$ cat src/rtl/multicycle_main_fsm.sv
// Main control FSM of the multi-cycle RISC-V core: sequences fetch/decode/execute/memory/writeback.
// Optional MULTICYCLE_MAIN_FSM_TRAP_EN builds a TRAP state that halts on unknown opcodes.
module multicycle_main_fsm #(
  parameter int COUNT_WIDTH = 32
) (
  input  logic                   clk,
  input  logic                   resetn,
  input  logic [6:0]             op,
  input  logic                   mem_ready,
  output logic                   branch,
  output logic                   pc_update,
  output logic                   reg_write,
  output logic                   mem_write,
  output logic                   ir_write,
  output logic                   adr_src,
  output logic [1:0]             alu_src_a,
  output logic [1:0]             alu_src_b,
  output logic [1:0]             result_src,
  output logic [1:0]             alu_op,
  output logic                   illegal_instr,
  output logic [3:0]             state_o,
  output logic [COUNT_WIDTH-1:0] instr_count
);

  typedef enum logic [3:0] {
    FETCH    = 4'd0,
    DECODE   = 4'd1,
    MEMADR   = 4'd2,
    MEMREAD  = 4'd3,
    MEMWB    = 4'd4,
    MEMWRITE = 4'd5,
    EXECUTER = 4'd6,
    EXECUTEI = 4'd7,
    ALUWB    = 4'd8,
    BEQ      = 4'd9,
    JAL      = 4'd10,
    TRAP     = 4'd11
  } state_t;

  localparam logic [6:0] OP_LW   = 7'b0000011;
  localparam logic [6:0] OP_SW   = 7'b0100011;
  localparam logic [6:0] OP_RTYP = 7'b0110011;
  localparam logic [6:0] OP_ITYP = 7'b0010011;
  localparam logic [6:0] OP_JAL  = 7'b1101111;
  localparam logic [6:0] OP_BEQ  = 7'b1100011;

  state_t state, next_state;

  // NOTE: every signal driven in always_comb gets a default first so no latch is inferred.
  always_comb begin
    next_state = state;
    case (state)
      FETCH:    if (mem_ready) next_state = DECODE;
      DECODE: begin
        case (op)
          OP_LW, OP_SW: next_state = MEMADR;
          OP_RTYP:      next_state = EXECUTER;
          OP_ITYP:      next_state = EXECUTEI;
          OP_JAL:       next_state = JAL;
          OP_BEQ:       next_state = BEQ;
`ifdef MULTICYCLE_MAIN_FSM_TRAP_EN
          default:      next_state = TRAP;
`else
          default:      next_state = FETCH;
`endif
        endcase
      end
      MEMADR:   next_state = (op == OP_LW) ? MEMREAD : MEMWRITE;
      MEMREAD:  if (mem_ready) next_state = MEMWB;
      MEMWB:    next_state = FETCH;
      MEMWRITE: if (mem_ready) next_state = FETCH;
      EXECUTER: next_state = ALUWB;
      EXECUTEI: next_state = ALUWB;
      ALUWB:    next_state = FETCH;
      BEQ:      next_state = FETCH;
      JAL:      next_state = ALUWB;
`ifdef MULTICYCLE_MAIN_FSM_TRAP_EN
      TRAP:     next_state = TRAP;
`endif
      default:  next_state = FETCH;
    endcase
  end

  // NOTE: sequential state uses non-blocking assignments so all registers update together.
  always_ff @(posedge clk or negedge resetn) begin
    if (!resetn) begin
      state       <= FETCH;
      instr_count <= '0;
    end else begin
      state <= next_state;
      // Retirement is any return to FETCH from elsewhere; TRAP never returns, so never counts.
      if (next_state == FETCH && state != FETCH)
        instr_count <= instr_count + COUNT_WIDTH'(1);
    end
  end

  // Outputs decode the current state directly so the datapath sees them in the same cycle;
  // the fetch strobes are also gated by resetn so nothing fires while reset is held.
  always_comb begin
    branch     = 1'b0;
    pc_update  = 1'b0;
    reg_write  = 1'b0;
    mem_write  = 1'b0;
    ir_write   = 1'b0;
    adr_src    = 1'b0;
    alu_src_a  = 2'b00;
    alu_src_b  = 2'b00;
    result_src = 2'b00;
    alu_op     = 2'b00;
    case (state)
      FETCH: begin
        alu_src_b  = 2'b10;
        result_src = 2'b10;
        ir_write   = mem_ready & resetn;
        pc_update  = mem_ready & resetn;
      end
      DECODE: begin
        alu_src_a = 2'b01;
        alu_src_b = 2'b01;
      end
      MEMADR: begin
        alu_src_a = 2'b10;
        alu_src_b = 2'b01;
      end
      MEMREAD:  adr_src = 1'b1;
      MEMWB: begin
        result_src = 2'b01;
        reg_write  = 1'b1;
      end
      MEMWRITE: begin
        adr_src   = 1'b1;
        mem_write = 1'b1;
      end
      EXECUTER: begin
        alu_src_a = 2'b10;
        alu_op    = 2'b10;
      end
      EXECUTEI: begin
        alu_src_a = 2'b10;
        alu_src_b = 2'b01;
        alu_op    = 2'b10;
      end
      ALUWB:    reg_write = 1'b1;
      BEQ: begin
        alu_src_a = 2'b10;
        alu_op    = 2'b01;
        branch    = 1'b1;
      end
      JAL: begin
        alu_src_a = 2'b01;
        alu_src_b = 2'b10;
        pc_update = 1'b1;
      end
      default: ;
    endcase
  end

`ifdef MULTICYCLE_MAIN_FSM_TRAP_EN
  assign illegal_instr = (state == TRAP);
`else
  assign illegal_instr = 1'b0;
`endif

  assign state_o = state;

endmodule

$ cat config.mk
export PLATFORM = sky130hd
export DESIGN_NAME = multicycle_main_fsm
export DESIGN_NICKNAME = d
export VERILOG_FILES = /design/src/rtl/multicycle_main_fsm.sv
export SDC_FILE = /design/constraint.sdc
export NUM_CORES = 1
export LEC_CHECK = 0
export BUFFER_PORTS_ARGS = -buffer_cell sky130_fd_sc_hd__buf_2
export CORE_MARGIN = 4
export CORE_UTILIZATION = 54
export CTS_BUF_LIST = sky130_fd_sc_hd__clkbuf_8
export CTS_CLUSTER_DIAMETER = 60
export DETAILED_ROUTE_END_ITERATION = 12
export PLACE_DENSITY = 0.92
export SLEW_MARGIN = 40
export SYNTH_ARGS = -nofsm -noshare
export SYNTH_HDL_FRONTEND = slang
export SYNTH_SLANG_ARGS = --single-unit
$ cat constraint.sdc
create_clock -name clk -period 2.7 [get_ports clk]
set_input_delay 0.27 -clock clk [delete_from_list [all_inputs] [get_ports clk]]
set_output_delay 0.27 -clock clk [all_outputs]
set_load 0.005 [all_outputs]
Yosys cells after proc, flatten, opt, wreduce, memory -nomap -nowiden. Index checks and enable logic that the tools add are counted.

Register bits after elaboration: 36. Input port bits: 10. Word-level logic and storage cells: 49. Output and inout bits: 51.

Multiplexer cells: 16. Add/subtract/negate cells: 1. Reduce and logical (&&, ||, !) cells: 13. Equality and inequality tests: 16. Bitwise logic cells: 1.

Operator list (count): $add 32x1->32 const B (1); $pmux 4 s6 (1); $pmux 4 s5 (1); $eq 4x3->1 const B (4); $pmux 2 s2 (4); $eq 7x6->1 const B (2); $eq 7x7->1 const B (2); $eq 4x4->1 const B (3); $mux 4 (3); $reduce_or 2->1 (6); $eq 4x2->1 const B (2); $logic_not 4->1 (2); $eq 7x2->1 const B (1); $eq 7x5->1 const B (1); $reduce_or 3->1 (2); $mux 1 (5); $eq 4x1->1 const B (1); $reduce_bool 4->1 (1); $reduce_or 4->1 (1); $mux 3 (1); $pmux 1 s2 (1); $and 1x1->1 (1); $logic_and 1x1->1 (1).

Longest topological paths before layout.
Word-level depth: 6. Gate-level depth with buffers: 9. Gate-level depth less buffers: 6.

Worst setup path before layout. No wires, ideal clock.

Path type: register to register. From: reg state[1] (netlist: state_o[1]). To: reg instr_count[4]. Required time: 2.574 ns. Slack: 0.722 ns. Cell stages (with the launch flop): 9. Buffers on the path: 2. Period minus slack after synthesis: 1.978 ns. Setup time: 0.126 ns. Arrival time: 1.853 ns. Cells stage by stage: dfrtp_1 buf_6 nor2b_1 a22oi_2 o221ai_2 or2_1 buf_6 or3_4 xnor2_2.

Cells in the longest elaborated chain, start to end: 5. Elaborated cells between the ends (all ways): 16. Classes of those cells: 7 x eq/ne; 4 x mux; 5 x reduce/logical.

RTL lines: start, declared (RTL line 47) `state_t state, next_state;`; start signal, assigned (RTL line 90) `state <= next_state;`; $eq 4x3->1 / $eq 4x4->1 (equally long branches) (RTL line 52) `case (state)`; $reduce_or 3->1 (no line); $pmux 4 s6 (*) (RTL line 52); named net next_state[2] (RTL line 47); $logic_not 4->1 (*) (RTL line 92) `if (next_state == FETCH && state != FETCH)`; $logic_and 1x1->1 (*) (RTL line 92); end signal, assigned (RTL line 93) `instr_count <= instr_count + COUNT_WIDTH'(1);`; end, declared (RTL line 22) `output logic [COUNT_WIDTH-1:0] instr_count`.

Mark *: on every way through the listed nets, which the timed path passes. The rest lies on a longest branch. A chain may end at the register's enable or synchronous reset.

Worst setup path in the final report.
From: reg state[0] (netlist: state_o[0]). To: reg instr_count[1].

Cells in the longest elaborated chain, start to end: 5. Elaborated cells between the ends (all ways): 16. Classes of those cells: 7 x eq/ne; 4 x mux; 5 x reduce/logical.

RTL lines (RTL line): $eq 4x3->1 / $eq 4x4->1 (equally long branches) (52); $reduce_or 3->1 (no line); $pmux 4 s6 (52); $logic_not 4->1 (92); $logic_and 1x1->1 (*) (92).

Every way passes the cells marked *; elsewhere a longest branch is shown, timed or not.

==> flow_metrics.tcl <==
set metrics [dict create \
    via_per_inst 5.79 \
    clk_path_buf_depth 2 \
    synth_top_family_by_area "simple AND/OR/NAND/NOR gates" \
    fin_crit_sh_pct 84.1 \
    grt-ovfl-total 0 \
    finalSetupViolCount 0 \
    cts_setup_buffers 0 \
    power_density_mw_per_mm2 504 \
    drc 0 \
    synth_nets 242 \
    status "finished, final reports clean" \
    fin_cells 340 \
    ant_nets 0 \
    min-delay-path-class "in2async" \
    die_h_um 72.0 \
    met3_usage_pct 5.26 \
    grt_pass1_vias 1895 \
    worstSetupEndpoint "instr_count[1]" \
    gp_congestion 0.840 \
    path_clk_slew_ps 70 \
    cp-startpoint "state_o[0]" \
    tns_ps 0 \
    vias 1970 \
    ff2ff_path_depth 6 \
    layout_common_cells "buf_2 (59), dfrtp_1 (36), nor2_1 (20), nand3_1 (20), xor2_1 (18)" \
    syn_inst 231 \
    async_reset_ff_share_pct 100 \
    holdBufCountCts 0 \
    ys_warn_count 0 \
    yosys.cell_types.count 47 \
    grt_busiest_layer "met2" \
    area_growth_syn_to_layout_pct 18.6 \
    r2r_slack_ps 430 \
    grtUsageTotal_pct 21.8 \
    diodes 0 \
    clock.fmax_mhz 440 \
    path_class "reg2reg" \
    final_common_cell "buf_2" \
    cts-resized-gates 0 \
    first_pass_iters 4 \
    use_met1_pct 31.1 \
    cts.sinks 36 \
    yosys-mux-area-fraction_pct 0.962 \
    cap_violations 0 \
    max_slew_margin_pct 55.9 \
    wl_per_cell_um 15.4 \
    syn_area_mm2 0.00221 \
    synth_area_per_cell_um2 9.58 \
    synth_xor_area_share_pct 13.4 \
    finalMaxSlewViolations 0 \
    power.leakage_nw 1.35 \
    seq_area_frac_synth_pct 40.7 \
    nets 300 \
    synth_simple_gate_area_share_pct 34.1 \
    num_io_pins 61 \
    skew_ps 7.94 \
    grt_start_max_net_pins 37 \
    critical_path_required_ps 2880 \
    cts_max_level 2 \
    path_max_fanout 17 \
    cts_made_buffers 5 \
    rsz0062_at_grt "false" \
    antenna_found_initial 0 \
    grtUsageMet2_pct 32.8 \
    cts-root-buf "clkbuf_8" \
    place_inst 332 \
    placementRows 23 \
    end_kind "register" \
    vdd_ir_drop_max_uv 349 \
    die_w_um 72.0 \
    initialDrtViolationCount 208 \
    tritoncts "yes" \
    timing.rr.end "instr_count[1]" \
    worst_pin_slew_ps 659 \
    port_buffers 59 \
    synth_compound_area_share_pct 5.77 \
    cp-start-kind "register" \
    worstPathArrival_ps 2450 \
    final_hold_viol_count 0 \
    reg2reg_from "state_o[0]" \
    clk_latency_ps 290 \
    synth_flop_cell "dfrtp_1" \
    synth-seq-cells 36 \
    synth_edf_count 0 \
    fin_crit_ps 2270 \
    wl_um 5220 \
    design.core.area_mm2 0.00397 \
    start_util_pct 55.7 \
    synth_adder_area_share_pct 0.566 \
    detailed_place_hpwl_um 3870 \
    grt_pass1_wl_um 8960 \
    drive_gt1_share_pct 31.0 \
    die_area_mm2 0.00518 \
]
==> logic make-up (layout without fill, tap and decap cells) <==
family,count (synthesis),after routing
flops,36,36
xor+xnor,33,33
other cells,1,1
simple gates,126,126
fa+ha+maj,1,1
compound gates,17,17
buf+inv,15,74
mux,2,2
==> how the worst min path moves through the flow <==
stage	to	slack, ps	depth (start not counted)
5_1_grt	instr_count[12]	80	2
2_1_floorplan	instr_count[0]	-30	0
4_1_cts	instr_count[22]	70	2
6_report	instr_count[18]	50	2
3_3_place_gp	instr_count[22]	390	2
3_5_place_dp	instr_count[8]	380	2
==> power breakdown <==
part	internal [mW]	switching, mW	total [mW]
registers	0.585	0.0828	0.668
clock network	0.200	0.190	0.390
logic	0.127	0.138	0.265
total	0.912	0.410	1.32
==> critical path, stage by stage (launching register included) <==
cell and delay, ps:
dfrtp_1 630, nor2b_1 230, nand3_1 190, nor4_1 380, nor2_1 220, nand2_1 160
mux2_2 340
==> per-stage QoR <==
step	hold WS (ps)	worst slack, ps	area [um^2]	utilization [%]	power [mW]
after floorplan	-25.6	722	2210	-	0.817
after global placement	385	463	2530	63.8	0.924
after detailed placement	385	436	2530	63.8	0.939
after CTS	69.5	416	2620	66.0	1.33
after global routing	83.8	71.2	2620	66.0	1.39
final	48.5	429	2620	66.0	1.32
==> flip-flops by register name, summed over array words and instances, names as in the netlist <==
register     count
instr_count     32
state_o          4
==> synth_stat cells, drive strengths merged (4+ instances only) <==
cell type / n / share of area [%]
xnor2: 15 / 6.3
and3: 10 / 2.8
buf: 8 / 3.1
nand2b: 5 / 1.4
nand2: 14 / 2.4
xor2: 18 / 7.1
nand3: 20 / 4.5
nand4: 16 / 4.5
nor4: 4 / 2.0
dfrtp: 36 / 41
nor3: 20 / 7.3
nor2: 20 / 3.4
clkbuf: 5 / 0.85
==> cell type report <==
type | instances | area (um^2)
multi-input combinational | 180 | 1220
tap | 50 | 62.6
inverter | 2 | 7.51
timing repair buffer | 64 | 345
clock inverter | 2 | 7.51
sequential | 36 | 901
clock buffer | 6 | 82.6
fill | 328 | 1350
==> routing by layer <==
layer,routed length [um],vias up
li1,-,943
met1,2360,960
met2,2500,56
met3,269,11
met4,91,0
met5,0,-
No activity file was read; power rests on OpenSTA's default activity.
